===== src/rtl/rv_inst_encoder_loader.sv =====
// RV32I field-to-word encoder that streams encoded instructions into IROM at consecutive word addresses.
// Optional macro RV_ENC_IMM_CHECK_EN: flag and drop beats whose immediate does not fit its field.
module rv_inst_encoder_loader #(
    parameter int ADDR_W = 14
) (
    input  logic              clk,
    input  logic              rst_n,
    input  logic              start,
    input  logic [ADDR_W-1:0] base_addr,
    input  logic              in_valid,
    output logic              in_ready,
    input  logic [4:0]        in_kind,
    input  logic [4:0]        in_rd,
    input  logic [4:0]        in_rs1,
    input  logic [4:0]        in_rs2,
    input  logic [31:0]       in_imm,
    input  logic              in_last,
    output logic              irom_we,
    output logic [ADDR_W-1:0] irom_addr,
    output logic [31:0]       irom_wdata,
    output logic              busy,
    output logic              done,
    output logic              err,
    output logic [ADDR_W-1:0] count
);

    typedef enum logic [1:0] {
        ST_IDLE  = 2'd0,
        ST_RUN   = 2'd1,
        ST_FLUSH = 2'd2,
        ST_DONE  = 2'd3
    } state_t;

    localparam logic [ADDR_W-1:0] ADDR_MAX  = {ADDR_W{1'b1}};
    localparam logic [ADDR_W-1:0] ADDR_ZERO = {ADDR_W{1'b0}};
    localparam logic [ADDR_W-1:0] ADDR_ONE  = {{(ADDR_W-1){1'b0}}, 1'b1};

    localparam logic [6:0] OP_R    = 7'b0110011;
    localparam logic [6:0] OP_I    = 7'b0010011;
    localparam logic [6:0] OP_LW   = 7'b0000011;
    localparam logic [6:0] OP_JALR = 7'b1100111;
    localparam logic [6:0] OP_SW   = 7'b0100011;
    localparam logic [6:0] OP_B    = 7'b1100011;
    localparam logic [6:0] OP_LUI  = 7'b0110111;
    localparam logic [6:0] OP_JAL  = 7'b1101111;

    function automatic logic [31:0] enc_word(
        input logic [4:0]  kind,
        input logic [4:0]  rd,
        input logic [4:0]  rs1,
        input logic [4:0]  rs2,
        input logic [31:0] imm
    );
        logic [31:0] w;
        w = 32'h0000_0000;
        case (kind)
            5'd0:  w = {7'b0000000, rs2, rs1, 3'b000, rd, OP_R};
            5'd1:  w = {7'b0100000, rs2, rs1, 3'b000, rd, OP_R};
            5'd2:  w = {7'b0000000, rs2, rs1, 3'b111, rd, OP_R};
            5'd3:  w = {7'b0000000, rs2, rs1, 3'b110, rd, OP_R};
            5'd4:  w = {7'b0000000, rs2, rs1, 3'b100, rd, OP_R};
            5'd5:  w = {7'b0000000, rs2, rs1, 3'b001, rd, OP_R};
            5'd6:  w = {7'b0000000, rs2, rs1, 3'b101, rd, OP_R};
            5'd7:  w = {7'b0100000, rs2, rs1, 3'b101, rd, OP_R};
            5'd8:  w = {imm[11:0], rs1, 3'b000, rd, OP_I};
            5'd9:  w = {imm[11:0], rs1, 3'b111, rd, OP_I};
            5'd10: w = {imm[11:0], rs1, 3'b110, rd, OP_I};
            5'd11: w = {imm[11:0], rs1, 3'b100, rd, OP_I};
            5'd12: w = {7'b0000000, imm[4:0], rs1, 3'b001, rd, OP_I};
            5'd13: w = {7'b0000000, imm[4:0], rs1, 3'b101, rd, OP_I};
            5'd14: w = {7'b0100000, imm[4:0], rs1, 3'b101, rd, OP_I};
            5'd15: w = {imm[11:0], rs1, 3'b010, rd, OP_LW};
            5'd16: w = {imm[11:0], rs1, 3'b000, rd, OP_JALR};
            5'd17: w = {imm[11:5], rs2, rs1, 3'b010, imm[4:0], OP_SW};
            5'd18: w = {imm[12], imm[10:5], rs2, rs1, 3'b000, imm[4:1], imm[11], OP_B};
            5'd19: w = {imm[12], imm[10:5], rs2, rs1, 3'b001, imm[4:1], imm[11], OP_B};
            5'd20: w = {imm[12], imm[10:5], rs2, rs1, 3'b100, imm[4:1], imm[11], OP_B};
            5'd21: w = {imm[12], imm[10:5], rs2, rs1, 3'b101, imm[4:1], imm[11], OP_B};
            5'd22: w = {imm[31:12], rd, OP_LUI};
            5'd23: w = {imm[20], imm[10:1], imm[11], imm[19:12], rd, OP_JAL};
            default: w = 32'h0000_0000;
        endcase
        return w;
    endfunction

`ifdef RV_ENC_IMM_CHECK_EN
    function automatic logic imm_out_of_range(input logic [4:0] kind, input logic [31:0] imm);
        logic bad;
        bad = 1'b0;
        case (kind)
            5'd8, 5'd9, 5'd10, 5'd11, 5'd15, 5'd16, 5'd17:
                bad = (imm[31:11] != {21{imm[11]}});
            5'd12, 5'd13, 5'd14:
                bad = (imm[31:5] != 27'd0);
            5'd18, 5'd19, 5'd20, 5'd21:
                bad = (imm[31:12] != {20{imm[12]}}) || imm[0];
            5'd22:
                bad = (imm[11:0] != 12'd0);
            5'd23:
                bad = (imm[31:20] != {12{imm[20]}}) || imm[0];
            default:
                bad = 1'b0;
        endcase
        return bad;
    endfunction
`endif

    state_t            state_r;
    state_t            state_nxt_s;
    logic [ADDR_W-1:0] ptr_r;
    logic [ADDR_W-1:0] count_r;
    logic [ADDR_W-1:0] addr_r;
    logic [31:0]       wdata_r;
    logic              we_r;
    logic              ready_r;
    logic              busy_r;
    logic              done_r;
    logic              err_r;
    logic              accept_s;
    logic              legal_s;
    logic              imm_bad_s;
    logic              wr_s;
    logic [31:0]       word_s;

`ifdef RV_ENC_IMM_CHECK_EN
    assign imm_bad_s = imm_out_of_range(in_kind, in_imm);
`else
    assign imm_bad_s = 1'b0;
`endif

    // Beat acceptance, legality and encoded word
    always_comb begin
        accept_s = in_valid & ready_r & ~start;
        legal_s  = (in_kind < 5'd24);
        wr_s     = accept_s & legal_s & ~imm_bad_s;
        word_s   = enc_word(in_kind, in_rd, in_rs1, in_rs2, in_imm);
    end

    // Next-state logic; start restarts from any state
    always_comb begin
        state_nxt_s = state_r;
        if (start) begin
            state_nxt_s = ST_RUN;
        end else begin
            case (state_r)
                ST_IDLE:  state_nxt_s = ST_IDLE;
                ST_RUN: begin
                    if (accept_s && in_last) begin
                        state_nxt_s = ST_FLUSH;
                    end else begin
                        state_nxt_s = ST_RUN;
                    end
                end
                ST_FLUSH: state_nxt_s = ST_DONE;
                ST_DONE:  state_nxt_s = ST_IDLE;
                default:  state_nxt_s = ST_IDLE;
            endcase
        end
    end

    // State register and registered status outputs derived from the next state
    always_ff @(posedge clk or negedge rst_n) begin
        if (!rst_n) begin
            state_r <= ST_IDLE;
            ready_r <= 1'b0;
            busy_r  <= 1'b0;
            done_r  <= 1'b0;
        end else begin
            state_r <= state_nxt_s;
            ready_r <= (state_nxt_s == ST_RUN);
            busy_r  <= (state_nxt_s != ST_IDLE);
            done_r  <= (state_nxt_s == ST_DONE);
        end
    end

    // Write port, address pointer, word count and sticky error
    always_ff @(posedge clk or negedge rst_n) begin
        if (!rst_n) begin
            we_r    <= 1'b0;
            addr_r  <= ADDR_ZERO;
            wdata_r <= 32'h0000_0000;
            ptr_r   <= ADDR_ZERO;
            count_r <= ADDR_ZERO;
            err_r   <= 1'b0;
        end else begin
            we_r <= wr_s;
            if (wr_s) begin
                addr_r  <= ptr_r;
                wdata_r <= word_s;
            end
            if (start) begin
                ptr_r   <= base_addr;
                count_r <= ADDR_ZERO;
                err_r   <= 1'b0;
            end else begin
                if (wr_s) begin
                    ptr_r <= ptr_r + ADDR_ONE;
                    if (count_r != ADDR_MAX) begin
                        count_r <= count_r + ADDR_ONE;
                    end
                end
                // Illegal or out-of-range beats, and a write at the top address, latch err
                if ((accept_s && (!legal_s || imm_bad_s)) || (wr_s && (ptr_r == ADDR_MAX))) begin
                    err_r <= 1'b1;
                end
            end
        end
    end

    assign in_ready   = ready_r;
    assign irom_we    = we_r;
    assign irom_addr  = addr_r;
    assign irom_wdata = wdata_r;
    assign busy       = busy_r;
    assign done       = done_r;
    assign err        = err_r;
    assign count      = count_r;

endmodule


===== config.mk =====
export PLATFORM = sky130hd
export DESIGN_NAME = rv_inst_encoder_loader
export DESIGN_NICKNAME = d
export VERILOG_FILES = /design/src/rtl/rv_inst_encoder_loader.sv
export SDC_FILE = /design/constraint.sdc
export NUM_CORES = 1
export LEC_CHECK = 0
export ABC_AREA = 1
export CORE_MARGIN = 2
export CORE_UTILIZATION = 35
export CTS_BUF_LIST = sky130_fd_sc_hd__clkbuf_8
export DETAILED_ROUTE_END_ITERATION = 16
export PLACE_DENSITY = 0.69
export SKIP_LAST_GASP = 1
export SLEW_MARGIN = 20
export SYNTH_ARGS = -nofsm -noshare
export SYNTH_HDL_FRONTEND = slang
export SYNTH_SLANG_ARGS = --single-unit

===== constraint.sdc =====
create_clock -name clk -period 1.8 [get_ports clk]
set_clock_uncertainty 0.05 [all_clocks]
set_input_delay 0.18 -clock clk [delete_from_list [all_inputs] [get_ports clk]]
set_output_delay 0.18 -clock clk [all_outputs]
set_load 0.05 [all_outputs]

Word level (Yosys, flattened, before mapping)
Cells that the tools add are included.
W data, S select, Z words.
{ "totals": {"latchBits": 0, "regBits": 81, "rom_bits": 0, "output_inout_bits": 65, "inputBits": 71, "memories": 0, "elab_cells": 71, "mem_bits_rw": 0} }
{ "op_classes": {"n_eq_ne": 30, "add_sub_neg": 2, "n_lt_le_gt_ge": 1, "div": 0, "mux": 11, "multipliers": 0, "reduce_logical": 13, "shift": 0, "n_bitwise": 4} }
{ "ops": {"columns": ["operator", "n"], "rows": [
  ["$pmux W32 S24", 1],
  ["$mux W14", 5],
  ["$eq A5 B4 Y1 const B", 8],
  ["$eq A5 B5 Y1 const B", 8],
  ["$add A14 B1 Y14 const B", 2],
  ["$eq A5 B3 Y1 const B", 4],
  ["$eq A14 B14 Y1 const B", 1],
  ["$ne A14 B14 Y1 const B", 1],
  ["$eq A5 B2 Y1 const B", 2],
  ["$reduce_bool A2 Y1", 4],
  ["$eq A2 B2 Y1 const B", 3],
  ["$pmux W2 S3", 1],
  ["$eq A5 B1 Y1 const B", 1],
  ["$logic_not A5 Y1", 1],
  ["$lt A5 B5 Y1 const B", 1],
  ["$eq A2 B1 Y1 const B", 2],
  ["$mux W2", 2],
  ["$and A1 B1 Y1", 3],
  ["$logic_and A1 B1 Y1", 3],
  ["$logic_not A2 Y1", 1],
  ["$mux W1", 2],
  ["$reduce_and A2 Y1", 1],
  ["$reduce_or A2 Y1", 1],
  ["$logic_not A1 Y1", 1],
  ["2 further kinds", 2]
]} }

Depth between registers and ports, before layout
Gate-level depths: netlist (run 1).
{ "depth": {"ltp_word": 7, "ltp_mapped": 11} }

Worst setup path after synthesis (run 1)
Ideal clock, no wire load.
{ "synth_timing": {"path_type": "reg-to-reg", "startpoint": "register count_r[0] (netlist: count[0])", "endpoint": "register count_r[11] (netlist: count[11])", "arrival_ns": 1.752, "setup_slack_ns": -0.078, "path_stages_with_launch": 11, "setup_ns": 0.076, "synth_period_minus_slack_ns": 1.878, "required_ns": 1.674, "path_cell_list": "dfrtp_1 ha_1 nand3_1 inv_1 nand2_2 nor2_2 nand2_1 nand2_2 buf_6 nand2_1 o21ai_1"} }
{ "synth_via": {"elab_chain_cells": 4, "word_cells_on_any_way": 7, "classes_between": "add/sub (1); eq/ne (1); mux (3); reduce/logical (2)"} }
{ "synth_lines": {"columns": ["item", "line_no", "source"], "rows": [
  ["from (decl)", "111", "logic [ADDR_W-1:0] count_r;"],
  ["from (signal assigned)", "199", "count_r <= count_r + ADDR_ONE;"],
  ["$add A14 B1 Y14", "199", null],
  ["$mux W14", "198", "if (count_r != ADDR_MAX) begin"],
  ["$mux W14", "196", "if (wr_s) begin"],
  ["$mux W14", "191", "if (start) begin"]
]} }
Several ways; a longest one is shown, not always the timed one. The select of a mux whose other input is x is not followed.
A chain may end at the register's enable or synchronous reset.

Worst setup path in the final report (run 1)
{ "layout_timing": {"startpoint": "register wdata_r[14] (netlist: irom_wdata[14])", "endpoint": "output irom_wdata[14]"} }
{ "layout_rtl": {"columns": ["item", "line_no", "source"], "rows": [
  ["from (decl)", "113", "logic [31:0] wdata_r;"],
  ["from (signal assigned)", "189", "wdata_r <= word_s;"],
  ["to (decl)", "20", "output logic [31:0] irom_wdata,"]
]} }
No word-level cell between the ends.

==> flow_summary_export.csv, run 1 <==
group,metric,value,unit
drt,drtIter0Drc,193,
global_route,antenna_found_initial,0,
critical_path,critPathBufInv,1,
timing,maxSlewViolCount,0,
power,clkPwrFrac,22.8,%
final_layout,syn_to_final_growth,46.19,%
critical_path,rr_worst_depth,10,
critical_path,crit_path_end_kind,"primary output",
floorplan,dieArea,0.01359,mm^2
power,p_int,3771,uW
synth,ys_top_cells_by_area,"dfrtp_1 (45%), nand2_1 (14%), nand3_1 (6.1%)",
synth,synthAdderAreaFrac,0.5643,%
synth,ys_seq_area_share,45.15,%
power,p_leak,0.003226,uW
final_layout,antenna_cells,0,
synth,synth_mux_area_share,0,%
synth,synthXorXnorAreaFrac,1.383,%
global_route,grt_overflow,0,
drt,wire_per_inst,13.90,um
clock_network,clk_pin_slew,0.09,ns
floorplan,die_y,116.6,um
clock_network,root_buffer,"clkbuf_8",
floorplan,rows,41,
floorplan,start_util,35.43,%
timing,setup_slack,0.03265,ns
critical_path,critPathMaxFanout,2,
critical_path,ff2ff_setup_slack,0.17,ns
drt,via_per_inst,4.763,
power,p_per_area,974.2,mW/mm^2
placed_design,dp_hpwl,10040,um
outcome,outcome,"finished, final reports clean",
synth,synth_fp_nets,663,
placed_design,pre_cts_slack,-0.07116,ns
placed_design,gp_congestion,0.8779,
critical_path,r2r-start,"count[1]$_DFFE_PN0P_",
synth,ys_ff_latch,80,
final_layout,register_area,0.002004,mm^2
global_route,grt_pass1_wl,20950,um
synth,syn_area,0.004434,mm^2
synth,ys_types,37,
drt,dr.pass1.iters,4,
power,power_frac_seq,36.8,%
clock_network,htree_levels,3,
global_route,grt_usage,19.70,%
global_route,grt_max_degree,34,
power,p_switching,2545,uW
timing,final.min_clock_period,1.767,ns
global_route,grt_pass1_vias,4284,
synth,synth_compound_area_share,11.74,%
critical_path,cp.arrival,1.54,ns
timing,tightestPinTransition,0.5275,ns
power,combPwrFrac,40.3,%
floorplan,coreArea,0.01252,mm^2
min_path,min_path_type,"in -> async",
floorplan,io-pin-count,136,
clock_network,clock-sinks,80,
clock_network,clock_latency,0.36,ns
critical_path,rr_endpoint,"count[2]$_DFFE_PN0P_",
critical_path,critPathKind,"reg -> out",
timing,tns,0,ns
critical_path,critPathMaxStageDelay,0.82,ns
power,p_sw_share,40.29,%
final_layout,nets,830,
power,ir_worst_vdd,0.0004304,V
synth,yosys.area.top_type,"dfrtp_1",
clock_network,numCtsBuffers,9,
synth,synth_top_family_by_area,"simple AND/OR/NAND/NOR gates",
drt,via_count,4449,
timing,maxSlewHeadroom,64.77,%
synth,yosys_warnings,0,
critical_path,worstPathRequired,1.57,ns
critical_path,startpoint_type,"flip-flop",
drt,drtAntennaViolNets,0,
timing,max_freq,0.5658,GHz
final_layout,multiInputGateArea,0.002092,mm^2
final_layout,drive_above_1_share,15.22,%
drt,drc,0,
final_layout,fillCellCount,1257,
timing,fin_crit_sh,98.19,%
timing,setup_violations,0,
timing,finalHoldViolCount,0,
run,max_cap_viol_count,0,
synth,syn_area_per_cell,7.516,um^2
synth,yosys.area_share.simple,33.32,%
clock_network,cts_tree,"built",
critical_path,cpLargestDelayFamily,"buffers and inverters",
drt,wl,12980,um
synth,netlist_instances,590,
placed_design,io_buffers,135,
synth,synth_top_area_share,45.15,%
critical_path,path_cells,"clkdlybuf4s50_1",
clock_network,ctsLongestPathBuffers,2,
critical_path,slowest_stage,"clkdlybuf4s50_1",
floorplan,die_w,116.6,um
[cells in the final DEF (no fill, tap or decap), types with 9 or more instances in the layout]
master / count
clkbuf_8: 12
o21ai_0: 30
nor2_1: 69
a21oi_1: 32
dlymetal6s2s_1: 26
inv_1: 47
buf_4: 61
o21ai_1: 9
or2_0: 9
nand4_1: 9
nand3_1: 53
dfrtp_1: 78
clkdlybuf4s50_1: 84
nand2_1: 159
[synthesized netlist by cell type (all sizes together)]
master / count
a21o: 1
a21oi: 33
a22oi: 8
a31oi: 4
and3: 1
buf: 17
clkbuf: 6
clkinv: 1
dfrtp: 80
ha: 2
inv: 52
nand2: 168
nand3: 57
nand4: 9
nor2: 75
nor3: 7
o2111ai: 1
o211ai: 3
o21ai: 39
o221ai: 3
o22ai: 1
or2: 15
xnor2: 1
xor2: 6
[how the worst max path moves through the flow]
| stage | from | end | slack, ns | depth (start not counted) |
|---|---|---|---|---|
| 3_5_place_dp | in_kind[3] | irom_wdata[25]$_DFFE_PN0P_ | -0.07 | 11 |
| 3_3_place_gp | in_kind[3] | irom_wdata[29]$_DFFE_PN0P_ | -0.01 | 11 |
| 4_1_cts | irom_wdata[25]$_DFFE_PN0P_ | irom_wdata[25] | 0.0006 | 1 |
| 6_report | irom_wdata[14]$_DFFE_PN0P_ | irom_wdata[14] | 0.03 | 1 |
| 5_1_grt | irom_addr[5]$_DFFE_PN0P_ | irom_addr[5] | -0.01 | 1 |
| 2_1_floorplan | in_ready$_DFF_PN0_ | irom_wdata[7]$_DFFE_PN0P_ | 0.09 | 11 |
[cells by family (layout without fill, tap and decap cells)]
| logic type | after synthesis | count (layout) |
|---|---|---|
| buf+inv | 76 | 248 |
| flops | 80 | 80 |
| fa+ha+maj | 2 | 2 |
| xor+xnor | 7 | 7 |
| compound gates | 93 | 93 |
| simple gates | 332 | 332 |
[routing by layer]
metal / vias to the layer above / global-route usage, % / wire length (um)
met1: 2084 / 26.57 / 5942
met4: 0 / 7.137 / 210
li1: 2250 / - / -
met5: - / 0 / 0
met3: 14 / 3.529 / 621
met2: 101 / 31.90 / 6205
[area by class of cell]
class,instances,share of cell area [%]
multi-input combinational,434,32.27
tap,172,3.320
timing repair buffer,179,27.02
clock buffer,12,2.548
sequential,80,30.92
clock inverter,4,0.7914
inverter,53,3.127
[registers in the layout (all words and copies together) (netlist names)]
name        flops
busy            1
count          14
done            1
err             1
in_ready        1
irom_addr      14
irom_wdata     31
irom_we         1
ptr_r          14
state_r         2
[stage by stage]
step / hold slack, ns / total power (uW) / instances / utilization (%) / instance area [um^2]
6_report: 0.2263 / 6316 / 934 / 51.79 / 6482
5_1_grt: 0.2713 / 6647 / 934 / 51.79 / 6482
4_1_cts: 0.2194 / 6383 / 934 / 51.23 / 6412
3_5_place_dp: 0.07917 / 4943 / 917 / 49.44 / 6188
3_3_place_gp: 0.07760 / 4902 / 917 / 49.44 / 6188
2_1_floorplan: -0.1656 / 3923 / 590 / - / 4437
[repair_timing]
action                     4_1_cts  5_1_grt
hold buffers                     1        0
buffers inserted                 0        0
setup endpoints to repair        2       28
hold endpoints to repair        27        0
gates resized for setup          2       27
[power by group through the flow]
stage | Sequential, uW | Clock (uW) | Combinational [uW]
6_report | 2330 | 1440 | 2550
3_5_place_dp | 2360 | 0 | 2580
3_3_place_gp | 2350 | 0 | 2550
4_1_cts | 2340 | 1470 | 2580
5_1_grt | 2370 | 1550 | 2720
2_1_floorplan | 3320 | 0 | 602
Note: power is estimated with default switching activity, not from simulation.
==> run 2: changes to the inputs <==
==> constraint.sdc (replaced) <==
create_clock -name clk -period 2 [get_ports clk]
set_clock_uncertainty 0.05 [all_clocks]
set_input_delay 0.2 -clock clk [delete_from_list [all_inputs] [get_ports clk]]
set_output_delay 0.2 -clock clk [all_outputs]
set_load 0.05 [all_outputs]
==> run 2 against run 1 <==
Effect of this change: non-clock buffer count decreased by 26; via count grew 0.27%; routed wire length down 2.4%; largest power group unchanged.
==> flow_summary_export.csv, run 2 (synthesis gave the netlist of run 1 again) <==
group,metric,value,unit
floorplan,rows,41,
clock_network,clock_latency,0.35,ns
critical_path,startpoint_type,"flip-flop",
floorplan,start_util,35.43,%
global_route,grt_overflow,0,
timing,finalHoldViolCount,0,
critical_path,cp.arrival,1.68,ns
drt,drtAntennaViolNets,0,
critical_path,cpLargestDelayFamily,"buffers and inverters",
global_route,grt_pass1_wl,20190,um
global_route,grt_usage,18.78,%
critical_path,critPathKind,"reg -> out",
critical_path,rr_worst_depth,8,
floorplan,io-pin-count,136,
min_path,min_path_type,"in -> async",
global_route,antenna_found_initial,0,
final_layout,nets,804,
critical_path,rr_endpoint,"count[9]$_DFFE_PN0P_",
floorplan,dieArea,0.01359,mm^2
clock_network,clk_pin_slew,0.08,ns
timing,maxSlewHeadroom,64.50,%
final_layout,largest_reg_flops,31,
timing,tightestPinTransition,0.5309,ns
final_layout,instances_no_fill,908,
floorplan,die_w,116.6,um
final_layout,layout_common_cells,"nand2_1 (159), clkdlybuf4s50_1 (134), dfrtp_1 (80)",
floorplan,die_y,116.6,um
drt,wl,12660,um
timing,tns,0,ns
critical_path,startpoint,"count[0]$_DFFE_PN0P_",
critical_path,path_cells,"buf_4 > clkdlybuf4s50_1",
run,max_cap_viol_count,0,
placed_design,dp_hpwl,9547,um
drt,via_count,4461,
outcome,outcome,"finished, final reports clean",
clock_network,htree_levels,3,
timing,rsz0062_at_grt,"false",
timing,maxSlewViolCount,0,
drt,via_per_inst,4.913,
final_layout,fillCellCount,1271,
drt,dr.pass1.iters,6,
drt,wire_per_inst,13.95,um
critical_path,r2r-start,"count[1]$_DFFE_PN0P_",
clock_network,numCtsBuffers,9,
timing,setup_violations,0,
clock_network,cts_setup_buffers,0,
final_layout,drive_above_1_share,8.696,%
final_layout,syn_to_final_growth,40.58,%
global_route,grt_pass1_vias,4159,
critical_path,ff2ff_setup_slack,0.31,ns
timing,final.min_clock_period,1.932,ns
power,p_leak,0.002811,uW
critical_path,crit_path_end_kind,"primary output",
power,ir_worst_vdd,0.0004165,V
placed_design,dp_cells,891,
floorplan,coreArea,0.01252,mm^2
drt,drc,0,
critical_path,critPathMaxStageDelay,0.80,ns
timing,fin_crit_sh,96.58,%
placed_design,io_buffers,135,
power,p_per_area,893.4,mW/mm^2
clock_network,root_buffer,"clkbuf_8",
critical_path,worstPathRequired,1.75,ns
clock_network,ctsLongestPathBuffers,2,
clock_network,clock-sinks,80,
timing,max_freq,0.5177,GHz
placed_design,gp_congestion,0.8410,
final_layout,final_common_cell,"nand2_1",
drt,drtIter0Drc,290,
critical_path,slowest_stage,"clkdlybuf4s50_1",
final_layout,antenna_cells,0,
critical_path,critPathMaxFanout,6,
global_route,grt_max_degree,54,
critical_path,critPathBufInv,2,
clock_network,cts_tree,"built",
run 2: power breakdown:
part | switching [uW] | internal (uW) | leakage (uW) | total (uW)
Clock | 593 | 605 | 0.000103 | 1200
Sequential | 186 | 1910 | 0.000977 | 2090
Combinational | 1480 | 799 | 0.00173 | 2280
Total | 2260 | 3310 | 0.00281 | 5570
run 2: repair_timing:
item	CTS	global route
endpoints found under the hold margin	40	0
setup endpoints to repair	0	1
gates resized for setup	0	1
hold buffers	1	0
run 2: area by class of cell:
cell class | instances | area (um^2) | area share (%)
multi-input combinational | 434 | 2092 | 33.56
sequential | 80 | 2002 | 32.12
timing repair buffer | 153 | 1524 | 24.45
tap | 172 | 215.2 | 3.452
inverter | 53 | 202.7 | 3.252
clock buffer | 10 | 137.6 | 2.208
clock inverter | 6 | 60.06 | 0.9635
run 2: routing by layer:
layer | GRT usage [%] | routed length (um) | vias up
li1 | - | - | 2204
met1 | 26.17 | 5836 | 2096
met2 | 29.77 | 6013 | 146
met3 | 2.802 | 627 | 15
met4 | 6.902 | 187 | 0
met5 | 0 | 0 | -
run 2: worst max path at each step:
stage / slack (ns) / endpoint / depth (start not counted)
detailed placement: 0.05 / irom_wdata[16]$_DFFE_PN0P_ / 8
CTS: 0.04 / count[0] / 2
global placement: 0.06 / irom_wdata[14]$_DFFE_PN0P_ / 11
floorplan: 0.12 / count[11]$_DFFE_PN0P_ / 10
global route: 0.01 / count[0] / 2
finish: 0.07 / count[0] / 2
run 2: metrics by stage:
stage                     utilization (%)  hold WS (ns)  worst slack [ns]  total power [uW]  area [um^2]
after CTS                           49.76        0.3227           0.04153              5627         6228
after global routing                49.80        0.3373           0.01311              5881         6233
after detailed placement            48.10        0.1759           0.04714              4411         6021
after global placement              48.10        0.1678           0.06316              4371         6021
final                               49.80        0.3266           0.06841              5569         6233
after floorplan                         -       -0.1456            0.1218              3529         4434
==> run 3: changes to the inputs <==
--- a/config.mk
+++ b/config.mk
@@ -6,7 +6,6 @@
 export NUM_CORES = 1
 export LEC_CHECK = 0
 export ABC_AREA = 1
-export CORE_MARGIN = 2
 export CORE_UTILIZATION = 35
 export CTS_BUF_LIST = sky130_fd_sc_hd__clkbuf_8
 export DETAILED_ROUTE_END_ITERATION = 16
==> run 3 against run 2 <==
Effect of this change: worst setup slack better by 0.015 ns; critical path depth is 1 lower; count of clock-buffer cells in the layout is 3 higher; sequential power hardly changed; worst hold slack worse by 0.0067 ns; sequential cell count stayed put; sequential share of layout area is 0.20 points lower; total power is 1.6% higher; largest cell class unchanged; largest power group unchanged.
==> flow_summary_export.csv, run 3 (synthesis gave the netlist of run 1 again) <==
group,metric,value,unit
drt,drc,0,
floorplan,dieArea,0.01312,mm^2
min_path,min_path_type,"in -> async",
final_layout,layout_common_cells,"nand2_1 (159), clkdlybuf4s50_1 (132), dfrtp_1 (80)",
critical_path,critPathMaxFanout,5,
clock_network,root_buffer,"clkbuf_8",
global_route,grt_max_degree,45,
final_layout,nets,809,
global_route,grt_pass1_wl,20660,um
timing,maxSlewViolCount,0,
clock_network,numCtsBuffers,9,
critical_path,crit_path_end_kind,"primary output",
critical_path,slowest_stage,"clkdlybuf4s50_1",
critical_path,startpoint_type,"flip-flop",
power,p_sw_share,39.59,%
drt,drtIter0Drc,239,
power,p_switching,2240,uW
placed_design,io_buffers,135,
final_layout,design_area,0.006274,mm^2
critical_path,ff2ff_setup_slack,0.21,ns
critical_path,critPathMaxStageDelay,0.85,ns
timing,maxSlewHeadroom,62.26,%
final_layout,syn_to_final_growth,41.48,%
clock_network,ctsLongestPathBuffers,2,
timing,finalHoldViolCount,0,
global_route,grt_overflow,0,
outcome,outcome,"finished, final reports clean",
run,max_cap_viol_count,0,
critical_path,critPathKind,"reg -> out",
timing,tightestPinTransition,0.5661,ns
final_layout,drive_above_1_share,9.312,%
floorplan,rows,40,
global_route,grt_usage,20.19,%
global_route,grt_pass1_vias,4177,
floorplan,coreArea,0.01216,mm^2
floorplan,die_y,114.6,um
clock_network,clock_latency,0.36,ns
critical_path,cp.arrival,1.67,ns
timing,max_freq,0.5218,GHz
placed_design,post_dp_cell_area,0.006041,mm^2
floorplan,die_w,114.6,um
power,p_per_area,901.9,mW/mm^2
critical_path,cpLargestDelayFamily,"buffers and inverters",
timing,rsz0062_at_grt,"false",
critical_path,path_cells,"clkdlybuf4s50_1",
clock_network,cts_setup_buffers,0,
final_layout,largest_reg_flops,31,
power,power_frac_seq,36.9,%
timing,setup_slack,0.08359,ns
timing,tns,0,ns
clock_network,cts_tree,"built",
power,ir_worst_vdd,0.0005737,V
placed_design,gp_congestion,0.8573,
power,combPwrFrac,40.3,%
critical_path,worstPathRequired,1.75,ns
clock_network,clk_pin_slew,0.08,ns
final_layout,antenna_cells,0,
timing,setup_violations,0,
global_route,antenna_found_initial,0,
placed_design,pre_cts_slack,0.01297,ns
drt,via_count,4448,
final_layout,final_common_cell,"nand2_1",
clock_network,htree_levels,3,
timing,final.min_clock_period,1.916,ns
drt,wire_per_inst,13.92,um
timing,fin_crit_sh,95.82,%
drt,wl,12650,um
drt,drtAntennaViolNets,0,
floorplan,start_util,36.46,%
critical_path,critPathBufInv,1,
power,p_leak,0.002874,uW
drt,via_per_inst,4.893,
power,clkPwrFrac,22.8,%
floorplan,io-pin-count,136,
placed_design,dp_hpwl,9594,um
clock_network,clock-sinks,80,
power,p_int,3418,uW
drt,dr.pass1.iters,4,
final_layout,fillCellCount,1165,
run 3: worst register-to-register path, delay by kind of cell (launching register included):
family	cells	cell delay, ns
compound gates	1	0.17
fa+ha+maj	1	0.20
buf+inv	1	0.11
flops	1	0.42
simple gates	5	0.71
run 3: layer usage:
metal  global-route usage, %  vias to the layer above  wire, um  share of wire (%)
li1                        -                     2210         -                  -
met2                   31.84                      148      5861                 46
met4                   8.052                        0       263                2.1
met1                   27.34                     2074      5787                 46
met5                       0                        -         0                  0
met3                   3.812                       16       737                5.8
run 3: per-stage QoR:
| stage | total power [uW] | hold WS (ns) | cells | util (%) |
|---|---|---|---|---|
| 2_1_floorplan | 3529 | -0.1456 | 590 | - |
| 3_3_place_gp | 4376 | 0.1833 | 892 | 49.67 |
| 3_5_place_dp | 4409 | 0.1882 | 892 | 49.67 |
| 4_1_cts | 5717 | 0.3127 | 909 | 51.54 |
| 5_1_grt | 5969 | 0.3249 | 909 | 51.58 |
| 6_report | 5658 | 0.3199 | 909 | 51.58 |
run 3: power by group through the flow:
| stage | combinational, uW | clock [uW] | sequential [uW] |
|---|---|---|---|
| 6_report | 2280 | 1290 | 2090 |
| 5_1_grt | 2430 | 1410 | 2130 |
| 4_1_cts | 2300 | 1330 | 2090 |
| 3_3_place_gp | 2270 | 0 | 2110 |
| 2_1_floorplan | 542 | 0 | 2990 |
| 3_5_place_dp | 2290 | 0 | 2120 |
run 3: final cells by class:
class	instances	area, um^2	area share [%]
well taps	168	210.2	3.351
repair buffers	158	1554	24.77
clock buffers	13	178.9	2.852
multi-input cells	434	2087	33.27
flip-flops and latches	80	2002	31.91
inverters	53	202.7	3.231
clock inverters	3	38.79	0.6183
run 3: what timing repair did:
action,in CTS,in global routing
setup endpoints to repair,0,2
resized for setup,0,2
hold buffers,1,0
hold endpoints to repair,43,0
run 3: path summary, 6_finish.rpt:
check	from	end	cells after the start
min in group clk	in_rs1[0]	irom_wdata[15]$_DFFE_PN0P_	3
worst min register to register	irom_addr[0]$_DFFE_PN0P_	irom_addr[0]$_DFFE_PN0P_	2
worst min-delay path	rst_n	irom_wdata[27]$_DFFE_PN0P_	2
worst max register to register	count[1]$_DFFE_PN0P_	count[9]$_DFFE_PN0P_	8
worst max-delay path	count[11]$_DFFE_PN0P_	count[11]	1
max in group asynchronous	rst_n	count[4]$_DFFE_PN0P_	3
